===== config.mk =====
export PLATFORM = sky130hd
export DESIGN_NAME = sobel_frame_ctrl_flat
export DESIGN_NICKNAME = d
export VERILOG_FILES = /design/src/rtl/sobel_pkg.sv /design/src/rtl/sobel_frame_ctrl_if.sv /design/src/rtl/raster_counter.sv /design/src/rtl/sobel_frame_ctrl.sv /design/src/flat_wrapper.sv
export SDC_FILE = /design/constraint.sdc
export NUM_CORES = 1
export LEC_CHECK = 0
export CORE_MARGIN = 2
export CORE_UTILIZATION = 50
export CTS_BUF_LIST = sky130_fd_sc_hd__clkbuf_8
export CTS_CLUSTER_DIAMETER = 200
export DETAILED_ROUTE_END_ITERATION = 6
export PLACE_DENSITY = 0.69
export SYNTH_ARGS = -nofsm -noshare
export SYNTH_HDL_FRONTEND = slang
export SYNTH_HIERARCHICAL = 1
export SYNTH_SLANG_ARGS = --single-unit

===== constraint.sdc =====
create_clock -name clk -period 2.3 [get_ports clk]
set_clock_uncertainty 0.15 [all_clocks]
set_input_delay 0.23 -clock clk [delete_from_list [all_inputs] [get_ports clk]]
set_output_delay 0.23 -clock clk [all_outputs]
set_load 0.01 [all_outputs]

===== src/rtl/sobel_pkg.sv =====
// sobel_pkg
//   Shared definitions for the Sobel frame sequencer and its neighbours:
//   FSM state encoding, default frame geometry / pipeline latency, and a
//   width helper used to size counters.
package sobel_pkg;

  typedef enum logic [1:0] {
    ST_IDLE  = 2'd0,
    ST_RUN   = 2'd1,
    ST_FLUSH = 2'd2
  } state_t;

  localparam int IMG_W_DEF    = 32;
  localparam int IMG_H_DEF    = 32;
  localparam int ADDR_W_DEF   = 10;
  localparam int PIPE_LAT_DEF = 2;

  // Bits needed to index n distinct values; never returns less than 1 so a
  // degenerate count still yields a legal vector width.
  function automatic int clog2(input int n);
    int w;
    w = 1;
    while ((1 << w) < n) w++;
    return w;
  endfunction

endpackage


===== src/rtl/sobel_frame_ctrl_if.sv =====
// sobel_frame_ctrl_if
//   Bundles the frame sequencer's control, RAM read and pixel-tag signals.
//   master : the sequencer (drives rd_en/rd_addr, pixel tags, busy, done)
//   slave  : the surrounding logic (drives start, out_ready)
//   Signals:
//     start      frame start request
//     out_ready  downstream can accept pixels
//     rd_en      frame RAM read strobe
//     rd_addr    frame RAM address
//     pix_valid  RAM data valid this cycle
//     sol/eol    first/last pixel of a line
//     sof/eof    first/last pixel of the frame
//     win_valid  3x3 window complete at this pixel
//     busy       frame in progress (RUN or FLUSH)
//     done       one-cycle frame completion pulse
interface sobel_frame_ctrl_if
  import sobel_pkg::*;
#(
  parameter int ADDR_W = ADDR_W_DEF
);
  logic              start;
  logic              out_ready;
  logic              rd_en;
  logic [ADDR_W-1:0] rd_addr;
  logic              pix_valid;
  logic              sol;
  logic              eol;
  logic              sof;
  logic              eof;
  logic              win_valid;
  logic              busy;
  logic              done;

  modport master (
    input  start, out_ready,
    output rd_en, rd_addr, pix_valid, sol, eol, sof, eof, win_valid, busy, done
  );

  modport slave (
    output start, out_ready,
    input  rd_en, rd_addr, pix_valid, sol, eol, sof, eof, win_valid, busy, done
  );
endinterface


===== src/rtl/raster_counter.sv =====
// raster_counter
//   Raster-order position counter for one frame: col, row and a linear
//   address that simply increments, so no row*IMG_W multiply is needed.
//   Ports:
//     clk, rst   clock, asynchronous active-high reset
//     clear      return col/row/addr to 0 (takes priority over en)
//     en         advance one pixel
//     col, row   current position
//     addr       current linear address
//     last_col   col is at IMG_W-1
//     last_row   row is at IMG_H-1
module raster_counter
  import sobel_pkg::*;
#(
  parameter int IMG_W  = IMG_W_DEF,
  parameter int IMG_H  = IMG_H_DEF,
  parameter int ADDR_W = ADDR_W_DEF,
  parameter int COL_W  = clog2(IMG_W),
  parameter int ROW_W  = clog2(IMG_H)
) (
  input  logic              clk,
  input  logic              rst,
  input  logic              clear,
  input  logic              en,
  output logic [COL_W-1:0]  col,
  output logic [ROW_W-1:0]  row,
  output logic [ADDR_W-1:0] addr,
  output logic              last_col,
  output logic              last_row
);

  localparam logic [COL_W-1:0] LAST_COL = COL_W'(IMG_W - 1);
  localparam logic [ROW_W-1:0] LAST_ROW = ROW_W'(IMG_H - 1);

  assign last_col = (col == LAST_COL);
  assign last_row = (row == LAST_ROW);

  // Column wraps into the next row; the row wraps to 0 after the final line
  // so the counter is already back at the origin when the frame ends.
  always_ff @(posedge clk or posedge rst) begin
    if (rst) begin
      col  <= '0;
      row  <= '0;
      addr <= '0;
    end else if (clear) begin
      col  <= '0;
      row  <= '0;
      addr <= '0;
    end else if (en) begin
      addr <= addr + ADDR_W'(1);
      if (last_col) begin
        col <= '0;
        row <= last_row ? '0 : row + ROW_W'(1);
      end else begin
        col <= col + COL_W'(1);
      end
    end
  end

endmodule


===== src/rtl/sobel_frame_ctrl.sv =====
// sobel_frame_ctrl
//   Frame sequencer for the Sobel datapath. A start pulse in IDLE walks the
//   frame RAM in raster order, one read per cycle while out_ready is high.
//   Each returned pixel (one cycle after its read) is tagged with line/frame
//   and 3x3-window flags. After the last read the FSM waits for the Sobel
//   pipeline to drain and then pulses done.
//   Ports:
//     clk   system clock, rising edge
//     rst   asynchronous reset, active high; aborts a frame without done
//     bus   sobel_frame_ctrl_if.master: start, out_ready in; rd_en, rd_addr,
//           pix_valid, sol, eol, sof, eof, win_valid, busy, done out
module sobel_frame_ctrl
  import sobel_pkg::*;
#(
  parameter int IMG_W    = IMG_W_DEF,
  parameter int IMG_H    = IMG_H_DEF,
  parameter int ADDR_W   = ADDR_W_DEF,
  parameter int PIPE_LAT = PIPE_LAT_DEF
) (
  input  logic                clk,
  input  logic                rst,
  sobel_frame_ctrl_if.master  bus
);

  localparam int COL_W   = clog2(IMG_W);
  localparam int ROW_W   = clog2(IMG_H);
  localparam int FLUSH_W = clog2(PIPE_LAT + 1);
  localparam logic [FLUSH_W-1:0] FLUSH_LAST = FLUSH_W'(PIPE_LAT);

  state_t              state;
  logic [FLUSH_W-1:0]  flush_cnt;

  logic [COL_W-1:0]    col;
  logic [ROW_W-1:0]    row;
  logic [ADDR_W-1:0]   addr;
  logic                last_col;
  logic                last_row;

  logic                issue;
  logic                cnt_clear;
  logic                last_issue;

  logic                rd_en_q;
  logic [ADDR_W-1:0]   rd_addr_q;
  logic                iss_sol, iss_eol, iss_sof, iss_eof, iss_win;
  logic                pix_valid_q, sol_q, eol_q, sof_q, eof_q, win_q;
  logic                busy_q;
  logic                done_q;

  // A read is issued on the start edge itself when downstream is ready, and
  // on every ready edge in RUN. FLUSH ignores out_ready entirely.
  always_comb begin
    issue = 1'b0;
    case (state)
      ST_IDLE: issue = bus.start && bus.out_ready;
      ST_RUN:  issue = bus.out_ready;
      default: issue = 1'b0;
    endcase
  end

  // Outside RUN the counter is parked at the origin, so the first read of a
  // frame always comes from address 0 regardless of how the last one ended.
  assign cnt_clear  = !issue && (state != ST_RUN);
  assign last_issue = issue && last_col && last_row;

  raster_counter #(
    .IMG_W  (IMG_W),
    .IMG_H  (IMG_H),
    .ADDR_W (ADDR_W),
    .COL_W  (COL_W),
    .ROW_W  (ROW_W)
  ) u_raster (
    .clk      (clk),
    .rst      (rst),
    .clear    (cnt_clear),
    .en       (issue),
    .col      (col),
    .row      (row),
    .addr     (addr),
    .last_col (last_col),
    .last_row (last_row)
  );

  // Sequencer FSM plus the issue-stage registers. Issue flags are forced to
  // 0 on non-issue cycles so the data-stage copies are clean without gating.
  always_ff @(posedge clk or posedge rst) begin
    if (rst) begin
      state     <= ST_IDLE;
      flush_cnt <= '0;
      rd_en_q   <= 1'b0;
      rd_addr_q <= '0;
      iss_sol   <= 1'b0;
      iss_eol   <= 1'b0;
      iss_sof   <= 1'b0;
      iss_eof   <= 1'b0;
      iss_win   <= 1'b0;
      busy_q    <= 1'b0;
      done_q    <= 1'b0;
    end else begin
      done_q  <= 1'b0;
      rd_en_q <= issue;
      iss_sol <= issue && (col == '0);
      iss_eol <= issue && last_col;
      iss_sof <= issue && (col == '0) && (row == '0);
      iss_eof <= issue && last_col && last_row;
      iss_win <= issue && (row >= ROW_W'(2)) && (col >= COL_W'(2));

      if (issue) begin
        rd_addr_q <= addr;
      end else if ((state == ST_IDLE) && bus.start) begin
        rd_addr_q <= '0;
      end

      case (state)
        ST_IDLE: begin
          if (bus.start) begin
            state  <= ST_RUN;
            busy_q <= 1'b1;
          end
        end
        ST_RUN: begin
          if (last_issue) begin
            state     <= ST_FLUSH;
            flush_cnt <= '0;
          end
        end
        ST_FLUSH: begin
          // PIPE_LAT+1 cycles after the final read: one for the RAM, then
          // the Sobel datapath latency.
          if (flush_cnt == FLUSH_LAST) begin
            state  <= ST_IDLE;
            busy_q <= 1'b0;
            done_q <= 1'b1;
          end else begin
            flush_cnt <= flush_cnt + FLUSH_W'(1);
          end
        end
        default: begin
          state <= ST_IDLE;
        end
      endcase
    end
  end

  // Data stage: tags line up with the cycle the RAM returns the pixel.
  always_ff @(posedge clk or posedge rst) begin
    if (rst) begin
      pix_valid_q <= 1'b0;
      sol_q       <= 1'b0;
      eol_q       <= 1'b0;
      sof_q       <= 1'b0;
      eof_q       <= 1'b0;
      win_q       <= 1'b0;
    end else begin
      pix_valid_q <= rd_en_q;
      sol_q       <= iss_sol;
      eol_q       <= iss_eol;
      sof_q       <= iss_sof;
      eof_q       <= iss_eof;
      win_q       <= iss_win;
    end
  end

  assign bus.rd_en     = rd_en_q;
  assign bus.rd_addr   = rd_addr_q;
  assign bus.pix_valid = pix_valid_q;
  assign bus.sol       = sol_q;
  assign bus.eol       = eol_q;
  assign bus.sof       = sof_q;
  assign bus.eof       = eof_q;
  assign bus.win_valid = win_q;
  assign bus.busy      = busy_q;
  assign bus.done      = done_q;

endmodule


===== src/flat_wrapper.sv =====
// flat-port wrapper written by rule: the top's interface ports become plain ports
module sobel_frame_ctrl_flat import sobel_pkg::*;
#(
  parameter int IMG_W    = IMG_W_DEF,
  parameter int IMG_H    = IMG_H_DEF,
  parameter int ADDR_W   = ADDR_W_DEF,
  parameter int PIPE_LAT = PIPE_LAT_DEF
)
  (clk, rst, bus_start, bus_out_ready, bus_rd_en, bus_rd_addr, bus_pix_valid, bus_sol, bus_eol, bus_sof, bus_eof, bus_win_valid, bus_busy, bus_done);
  sobel_frame_ctrl_if #(.ADDR_W(ADDR_W)) bus_i ();
  input  logic clk;
  input  logic rst;
  input wire logic [$bits(bus_i.start)-1:0] bus_start;
  input wire logic [$bits(bus_i.out_ready)-1:0] bus_out_ready;
  output wire logic [$bits(bus_i.rd_en)-1:0] bus_rd_en;
  output wire logic [$bits(bus_i.rd_addr)-1:0] bus_rd_addr;
  output wire logic [$bits(bus_i.pix_valid)-1:0] bus_pix_valid;
  output wire logic [$bits(bus_i.sol)-1:0] bus_sol;
  output wire logic [$bits(bus_i.eol)-1:0] bus_eol;
  output wire logic [$bits(bus_i.sof)-1:0] bus_sof;
  output wire logic [$bits(bus_i.eof)-1:0] bus_eof;
  output wire logic [$bits(bus_i.win_valid)-1:0] bus_win_valid;
  output wire logic [$bits(bus_i.busy)-1:0] bus_busy;
  output wire logic [$bits(bus_i.done)-1:0] bus_done;
  assign bus_i.start = bus_start;
  assign bus_i.out_ready = bus_out_ready;
  assign bus_rd_en = bus_i.rd_en;
  assign bus_rd_addr = bus_i.rd_addr;
  assign bus_pix_valid = bus_i.pix_valid;
  assign bus_sol = bus_i.sol;
  assign bus_eol = bus_i.eol;
  assign bus_sof = bus_i.sof;
  assign bus_eof = bus_i.eof;
  assign bus_win_valid = bus_i.win_valid;
  assign bus_busy = bus_i.busy;
  assign bus_done = bus_i.done;
  sobel_frame_ctrl #(.IMG_W(IMG_W), .IMG_H(IMG_H), .ADDR_W(ADDR_W), .PIPE_LAT(PIPE_LAT)) u_core (.clk(clk), .rst(rst), .bus(bus_i));
endmodule

; ---- Yosys cells after proc, flatten, opt, wreduce, memory -nomap -nowiden
; Cells that the tools add are included.
[word_totals]
register_bits = 48
input_bits = 4
output_inout_bits = 19
word_cells = 82
[classes]
n_addsub = 4
n_lt_le_gt_ge = 2
n_eq_ne = 10
muxes = 24
reduce_logical = 22
[ops]
columns = op, n
row1 = $mux 10, 4
row2 = $mux 5, 7
row3 = $add 10x1->10 const B, 1
row4 = $add 5x1->5 const B, 2
row5 = $eq 5x5->1 const B, 2
row6 = $ge 5x2->1 const B, 2
row7 = $logic_not 5->1, 2
row8 = $mux 2, 5
row9 = $reduce_bool 2->1, 5
row10 = $logic_and 1x1->1, 9
row11 = $reduce_and 3->1, 3
row12 = $ne 2x1->1 const B, 3
row13 = $pmux 2 s3, 1
row14 = $eq 2x2->1 const B, 2
row15 = $mux 1, 4
row16 = $ne 2x2->1 const B, 2
row17 = $pmux 1 s2, 2
row18 = $pmux 2 s2, 1
row19 = $add 2x1->2 const B, 1
row20 = $eq 2x1->1 const B, 1
row21 = $logic_not 2->1, 1
row22 = $reduce_and 2->1, 1
row23 = $logic_not 1->1, 1

; ---- Logic depth before layout (Yosys ltp)
; Gate-level depths: netlist (run 1).
[depth]
depth_word = 6
depth_mapped = 9

; ---- Hierarchy
; The synthesis (run 1) kept the hierarchy.
[modules_own_cells]
columns = module, n_inst, cells_each, area_per_inst_um2
row1 = sobel_frame_ctrl, 1, 71, 1039.7
row2 = raster_counter, 1, 103, 1033.5

; ---- Least setup slack after synthesis (run 1)
; Ideal clock, no wire load.
[synth_path]
kind = register to register
from = reg u_core.state[0]
to = reg u_core.u_raster.addr[7]
setup_time_ns = 0.078
arrival_time_ns = 1.914
path_slack_ns = 0.158
stages_incl_launch_ff = 9
synth_period_minus_slack_ns = 2.142
cell_sequence = dfrtp_1 buf_6 o21bai_4 nor2_4 buf_6 a21oi_1 o2111ai_4 or4_1 a21oi_1
[synth_between]
elab_chain_len = 5
word_cells_on_any_way = 8
classes_between = eq/ne: 2 / mux: 2 / reduce/logical: 4
[synth_lines]
columns = element, line_no
row1 = "start, declared", sobel_frame_ctrl.sv:30  ; state_t state;
row2 = "start signal, assigned", sobel_frame_ctrl.sv:88  ; state <= ST_IDLE;
row3 = "start signal, assigned", sobel_frame_ctrl.sv:117  ; state <= ST_RUN;
row4 = "start signal, assigned", sobel_frame_ctrl.sv:123  ; state <= ST_FLUSH;
row5 = $eq 2x1->1 / $logic_not 2->1 (equally long branches), sobel_frame_ctrl.sv:54  ; case (state)
row6 = $pmux 1 s2 *, sobel_frame_ctrl.sv:54
row7 = named net u_core.issue, sobel_frame_ctrl.sv:39  ; logic issue;
row8 = $logic_not 1->1 *, sobel_frame_ctrl.sv:63  ; assign cnt_clear = !issue && (state != ST_RUN);
row9 = $logic_and 1x1->1 *, sobel_frame_ctrl.sv:63
row10 = named net u_core.cnt_clear, sobel_frame_ctrl.sv:40  ; logic cnt_clear;
row11 = $mux 10 / $reduce_bool 2->1 (equally long branches), -
row12 = "end signal, assigned", raster_counter.sv:50  ; addr <= addr + ADDR_W'(1);
row13 = "end, declared", raster_counter.sv:27  ; output logic [ADDR_W-1:0] addr,
; Mark *: on every way through the listed nets, which the timed path passes. The rest lies on a longest branch.
; A chain may end at the register's enable or synchronous reset.

; ---- Worst setup path after layout (run 1)
[layout_path]
from = in bus_start
to = reg u_core.u_raster.addr[8]
[layout_between]
elab_chain_len = 5
word_cells_on_any_way = 6
classes_between = mux: 2 / reduce/logical: 4
[layout_lines]
columns = element, line_no
row1 = "start, declared", flat_wrapper.sv:13  ; input wire logic [$bits(bus_i.start)-1:0] bus_start;
row2 = $logic_and 1x1->1 *, sobel_frame_ctrl.sv:55  ; ST_IDLE: issue = bus.start && bus.out_ready;
row3 = $pmux 1 s2 *, sobel_frame_ctrl.sv:54
row4 = $logic_not 1->1 *, sobel_frame_ctrl.sv:63
row5 = $logic_and 1x1->1 *, sobel_frame_ctrl.sv:63
row6 = named net u_core.cnt_clear, sobel_frame_ctrl.sv:40
row7 = $mux 10 / $reduce_bool 2->1 (equally long branches), -
; Marked as above.

==> results.json, run 1 <==
{
  "p_leak_nw": 1.127,
  "wl_um": 3928,
  "core_um2": 4000,
  "area_delta_synth_final_pct": 19.73,
  "fillCellCount": 330,
  "grt-ovfl-total": 0,
  "critPathLaunchType": "input pin",
  "syn-num-nets": 184,
  "drtAntennaViolNets": 0,
  "synth_area_um2": 2073,
  "post_cts_resized": 0,
  "drv_slew": 0,
  "endpoint_kind": "register",
  "critical_path.most_common_cell": "a21oi_1",
  "wl_per_cell_um": 15.46,
  "setup_tns_ns": 0,
  "max_freq_mhz": 473.6,
  "design.die.area_um2": 4678,
  "drive_gt1_share_pct": 11.76,
  "finalCritPeriodShare_pct": 91.80,
  "gp_congestion": 0.8092,
  "tightest_slew_ns": 0.7600,
  "cts_hold_buf": 0,
  "cts_buffer_depth": 2,
  "required_ns": 2.37,
  "cts_sinks": 48,
  "reg2reg_to": "u_core/u_raster/addr[8]$_DFFE_PP0P_",
  "drv_cap": 0,
  "stdcell_area_um2": 2482,
  "cts_tree": "done",
  "reg2reg_slack_ns": 0.19,
  "syn_area_per_cell_um2": 11.92,
  "max_stage_delay_ns": 0.51,
  "synth.most_common_cell": "dfrtp_1",
  "syn-instance-count": 174,
  "peakVddDrop_mv": 0.6045,
  "via_per_inst": 5.815,
  "ys_types": 40,
  "p_seq_share_pct": 51.1,
  "crit_fanout": 10,
  "start_util_pct": 51.83,
  "instances_no_fill": 254,
  "hold_path_class": "input pin to asynchronous set/reset pin",
  "antenna_found_initial": 0,
  "std_cell_rows": 23,
  "clock_latency_ns": 0.30,
  "seq_area_um2": 1201,
  "powerDensity_nw_per_um2": 932.7,
  "grt_pass1_wl_um": 6417,
  "switching_share_pct": 29.92,
  "pwr-share-comb_pct": 21.5,
  "path_cells": "clkdlybuf4s50_1 -> o21bai_4 -> nor2_4 -> a21oi_1 -> o2111ai_4 -> or4_1 -> a21oi_1",
  "setup_viol": 0,
  "internal_power_mw": 1.623,
  "portBuffers": 22,
  "place_ws_ns": -0.08884,
  "vias": 1477,
  "cts_root_buf": "clkbuf_8",
  "crit_path_top_delay_cell": "or4_1",
  "fin_nets": 213,
  "synth_ff_type": "dfrtp_1",
  "max_slew_margin_pct": 49.28,
  "route.detailed.drc": 0,
  "yosysWarnings": 6,
  "worstPathArrival_ns": 2.18,
  "final.setup.worst_slack_ns": 0.1886,
  "hold_viol_final": 0,
  "synth_seq_cells": 48,
  "drt-initial-drc-count": 73,
  "grt_max_degree": 29,
  "rsz0062_at_grt": "false",
  "post_cts_buffers": 0,
  "cts_inserted_buffers": 5,
  "crit_type": "input pin to register",
  "die_x_um": 68.40,
  "status": "complete, no violations",
  "p_sw_uw": 692.7,
  "hpwl_um": 2720,
  "cts-htree-levels": 2,
  "grt_usage_pct": 18.89,
  "yosysSeqAreaShare_pct": 57.94,
  "grt_pass1_vias": 1395,
  "placed_cell_area_um2": 2361,
  "critPathLaunch": "bus_start",
  "die_h_um": 68.40,
  "netlist.area_leader.share_pct": 57.94,
  "synthTopCellsByCount": "48 x dfrtp_1, 14 x a21oi_1, 11 x inv_1, 11 x nor2_1, 9 x a22o_1",
  "yosys-top-cells-area": "dfrtp_1 58%, a22o_1 3.8%, ha_1 3.6%",
  "synth_top_cell_by_area": "dfrtp_1",
  "drt-pass1-iter-count": 4,
  "place_inst": 246,
  "clkPwrFrac_pct": 27.4,
  "ioPinCount": 23,
  "async_flop_share_pct": 100.0,
  "multi_input_area_um2": 790.8,
  "clk_pin_slew_ns": 0.09,
  "reg2reg_depth": 6,
  "r2r_start": "u_core/state[0]$_DFFE_PP0P_",
  "synth_edf_count": 0,
  "diodes": 0,
  "period_minus_slack_ns": 2.111
}
## cells in the final DEF, fill, tap and decap left out, types with 2 or more instances in the layout
master	count
a21oi_1	14
a22o_1	9
a31oi_1	2
and2_1	2
and3_1	3
buf_4	6
clkbuf_8	6
clkdlybuf4s50_1	22
dfrtp_1	48
ha_1	6
inv_1	11
mux2_2	2
mux2i_1	4
nand2_1	6
nand3_1	5
nand4_1	4
nor2_1	11
nor4_1	3
nor4bb_1	2
o21ai_0	7
o31ai_1	4
or4_1	5
xor2_1	3
## state kept, by name (all words and copies together), names as in the netlist, 2 cells and up
signal / flops
u_core/bus.rd_addr: 10
u_core/u_raster/col: 5
u_core/flush_cnt: 2
u_core/state: 2
u_core/u_raster/row: 5
u_core/u_raster/addr: 10
## logic make-up (layout without fill, tap and decap cells)
group,after synthesis,in the layout,share of synthesized area [%]
adder cells (fa/ha/maj),6,6,3.621
AND/OR/NAND/NOR,52,52,15.15
multiplexers,6,6,3.018
buffers and inverters,17,47,3.923
flip-flops,48,48,57.94
XOR/XNOR,4,4,1.690
AO/OA/AOI/OAI,41,41,14.67
## through the flow
stage	power, mW	hold WS [ns]	util, %
after floorplan	1.484	0.04383	-
after global placement	1.673	0.1828	59.02
after global routing	2.462	0.1986	62.06
after detailed placement	1.699	0.1847	59.02
after CTS	2.334	0.1757	62.06
final	2.315	0.1661	62.06
## layout make-up
type	instances	share of cell area, %
clock inverters	2	1.563
flip-flops and latches	48	48.39
repair buffers	28	10.69
well taps	50	2.520
multi-input cells	109	31.85
inverters	11	1.663
clock buffers	6	3.327
## worst max path at each step
| stage | end |
|---|---|
| after floorplan | u_core/u_raster/addr[7]$_DFFE_PP0P_ |
| after detailed placement | u_core/u_raster/addr[8]$_DFFE_PP0P_ |
| after global routing | u_core/u_raster/addr[8]$_DFFE_PP0P_ |
| after global placement | u_core/u_raster/addr[9]$_DFFE_PP0P_ |
| after CTS | u_core/u_raster/addr[8]$_DFFE_PP0P_ |
| final | u_core/u_raster/addr[8]$_DFFE_PP0P_ |
## worst max-delay path: cells and delay by family
kind                   cells  cell delay [ns]
AND/OR/NAND/NOR            2             0.55
AO/OA/AOI/OAI              4             0.90
buffers and inverters      1             0.49
## power by group through the flow
stage	Clock, mW	Combinational [mW]	Sequential [mW]
4_1_cts	0.648	0.502	1.18
3_3_place_gp	0	0.479	1.19
2_1_floorplan	0	0.299	1.19
5_1_grt	0.695	0.554	1.21
3_5_place_dp	0	0.500	1.20
6_report	0.634	0.498	1.18
## layer usage
layer	GRT usage, %	vias up	wire [um]
met5	0	-	0
met3	3.947	7	146
met1	23.47	746	1736
met2	31.61	40	1988
li1	-	684	-
met4	8.250	0	57
No activity file was read; power rests on OpenSTA's default activity.
==> run 2: changes to the inputs <==
Settings changed: ABC_AREA from default to 1.
==> results.json, run 2 <==
{
  "p_seq_share_pct": 53.1,
  "crit_buf_inv": 0,
  "hold_slack_ns": 0.1247,
  "synth_edf_count": 0,
  "clk_pin_slew_ns": 0.09,
  "synth_ff_type": "dfrtp_1",
  "r2r_start": "u_core/u_raster/col[0]$_DFFE_PP0P_",
  "p_sw_uw": 683.4,
  "period_minus_slack_ns": 1.988,
  "cts_buffer_depth": 2,
  "tightest_slew_ns": 0.4557,
  "setup_viol": 0,
  "cts_sinks": 48,
  "cts-htree-levels": 2,
  "wl_um": 3868,
  "cts_root_buf": "clkbuf_8",
  "vias": 1612,
  "gp_congestion": 0.8376,
  "grt_usage_pct": 17.28,
  "ioPinCount": 23,
  "grt_pass1_wl_um": 6906,
  "core_um2": 4086,
  "critical_path.most_common_cell": "nor2_1",
  "clock_latency_ns": 0.30,
  "grt-ovfl-total": 0,
  "switching_share_pct": 31.68,
  "cts_tree": "done",
  "drive_gt1_share_pct": 9.541,
  "synth.most_common_cell": "nand2_1",
  "fin_nets": 292,
  "finalCritPeriodShare_pct": 86.44,
  "p_leak_nw": 1.322,
  "clkPwrFrac_pct": 24.1,
  "die_h_um": 69.95,
  "synthTopCellsByCount": "65 x nand2_1, 48 x dfrtp_1, 31 x nor2_1",
  "via_per_inst": 4.841,
  "drv_slew": 0,
  "design.die.area_um2": 4893,
  "setup_tns_ns": 0,
  "portBuffers": 22,
  "drtAntennaViolNets": 0,
  "route.detailed.drc": 0,
  "crit_path_top_delay_cell": "dfrtp_1",
  "area_delta_synth_final_pct": 17.55,
  "hpwl_um": 2794,
  "synth_top_cell_by_area": "dfrtp_1",
  "cts_hold_buf": 0,
  "ys_types": 22,
  "yosysSeqAreaShare_pct": 55.24,
  "drt-initial-drc-count": 96,
  "hold_path_class": "input pin to asynchronous set/reset pin",
  "drt-pass1-iter-count": 4,
  "crit_family": "compound AO/OA/AOI/OAI gates",
  "peakVddDrop_mv": 0.4195,
  "die_x_um": 69.95,
  "worstPathArrival_ns": 2.07,
  "placed_cell_area_um2": 2459,
  "post_cts_resized": 0,
  "crit_type": "register to register",
  "max_stage_delay_ns": 0.43,
  "grt_pass1_vias": 1537,
  "async_flop_share_pct": 100.0,
  "required_ns": 2.39,
  "powerDensity_nw_per_um2": 843.8,
  "internal_power_mw": 1.474,
  "final_common_cell": "nand2_1",
  "std_cell_rows": 23,
  "path_depth": 9,
  "grt_max_degree": 29,
  "final_util_pct": 62.55,
  "yosys-top-cells-area": "dfrtp_1 55%, nand2_1 11%, nand3_1 5.5%",
  "endpoint_kind": "register",
  "finalPower_mw": 2.157,
  "crit_fanout": 11,
  "max_freq_mhz": 503.0,
  "start_util_pct": 53.21,
  "status": "complete, no violations",
  "diodes": 0,
  "yosysWarnings": 6,
  "hold_viol_final": 0,
  "layout_common_cells": "65 x nand2_1, 48 x dfrtp_1, 31 x nor2_1, 30 x inv_1, 24 x nand3_1",
  "antenna_found_initial": 0,
  "synth_area_um2": 2175,
  "critPathLaunch": "u_core/u_raster/col[0]$_DFFE_PP0P_",
  "reg2reg_slack_ns": 0.31,
  "synth_seq_cells": 48,
  "syn_area_per_cell_um2": 8.595,
  "syn-num-nets": 263,
  "reg2reg_to": "u_core/u_raster/row[3]$_DFFE_PP0P_",
  "wl_per_cell_um": 11.62,
  "critPathLaunchType": "register",
  "post_cts_buffers": 0,
  "crit_path_end": "u_core/u_raster/row[3]$_DFFE_PP0P_",
  "drv_cap": 0,
  "netlist.area_leader.share_pct": 55.24,
  "reg2reg_depth": 9,
  "cts_inserted_buffers": 5,
  "max_slew_margin_pct": 69.62,
  "pwr-share-comb_pct": 22.8,
  "path_cells": "ha_1 -> nand2_1 -> nor2_1 -> ha_1 -> a21oi_2 -> nor2_1 -> nand2_1 -> o21ai_1 -> nor2_1",
  "stdcell_area_um2": 2556,
  "syn-instance-count": 253,
  "rsz0062_at_grt": "false"
}
==> run 2: cell types whose count changed after synthesis, sizes merged, moves of 4 or more <==
cell	before	now
nand2	7	69
a22o	10	0
nor3	1	5
nand3	5	24
mux2i	4	0
nor2	12	35
a21oi	14	6
o31ai	4	0
nand4	4	8
inv	11	34
or4	5	0
==> run 2: through the flow <==
step                std cells  setup WS (ns)
floorplan                 253         0.4254
global placement          325         0.3242
detailed placement        325         0.2754
CTS                       333         0.3145
global route              333        0.07312
finish                    333         0.3118
==> run 2: worst min-delay path by stage <==
stage | startpoint | end | slack, ns | cells past startpoint
6_report | rst | u_core/u_raster/row[4]$_DFFE_PP0P_ | 0.12 | 3
5_1_grt | rst | u_core/u_raster/row[3]$_DFFE_PP0P_ | 0.20 | 3
4_1_cts | rst | u_core/u_raster/row[0]$_DFFE_PP0P_ | 0.14 | 3
3_5_place_dp | u_core/iss_eol$_DFF_PP0_ | u_core/bus.eol$_DFF_PP0_ | 0.18 | 0
3_3_place_gp | u_core/iss_eof$_DFF_PP0_ | u_core/bus.eof$_DFF_PP0_ | 0.18 | 0
2_1_floorplan | rst | u_core/u_raster/addr[0]$_DFFE_PP0P_ | 0.04 | 1
==> run 2: worst min-delay path: stages <==
cell             delay (ns)
clkdlybuf4s50_1        0.41
inv_1                  0.06
buf_4                  0.26
==> run 2: logic make-up after synthesis <==
logic type,share of synthesized area (%)
simple gates,29.34
flops,55.24
buf+inv,8.055
compound gates,3.912
fa+ha+maj,3.452
==> run 2: per-layer routing <==
metal | wire length [um] | vias to the layer above | GRT usage [%]
li1 | - | 855 | -
met1 | 1941 | 727 | 24.18
met2 | 1751 | 28 | 27.30
met3 | 152 | 2 | 4.329
met4 | 23 | 0 | 3.846
met5 | 0 | - | 0
==> run 2: cell type report <==
class / count / area, um^2
clock buffer: 6 / 82.58
timing repair buffer: 28 / 265.3
tap: 50 / 62.56
clock inverter: 2 / 15.01
inverter: 35 / 131.4
multi-input combinational: 164 / 798.3
sequential: 48 / 1201
fill: 353 / 1530
==> run 2: power by group through the flow <==
stage | combinational [mW] | clock (mW) | sequential [mW]
final | 0.492 | 0.521 | 1.14
after global routing | 0.574 | 0.569 | 1.17
after CTS | 0.498 | 0.532 | 1.14
after detailed placement | 0.496 | 0 | 1.16
after global placement | 0.490 | 0 | 1.16
after floorplan | 0.305 | 0 | 1.15
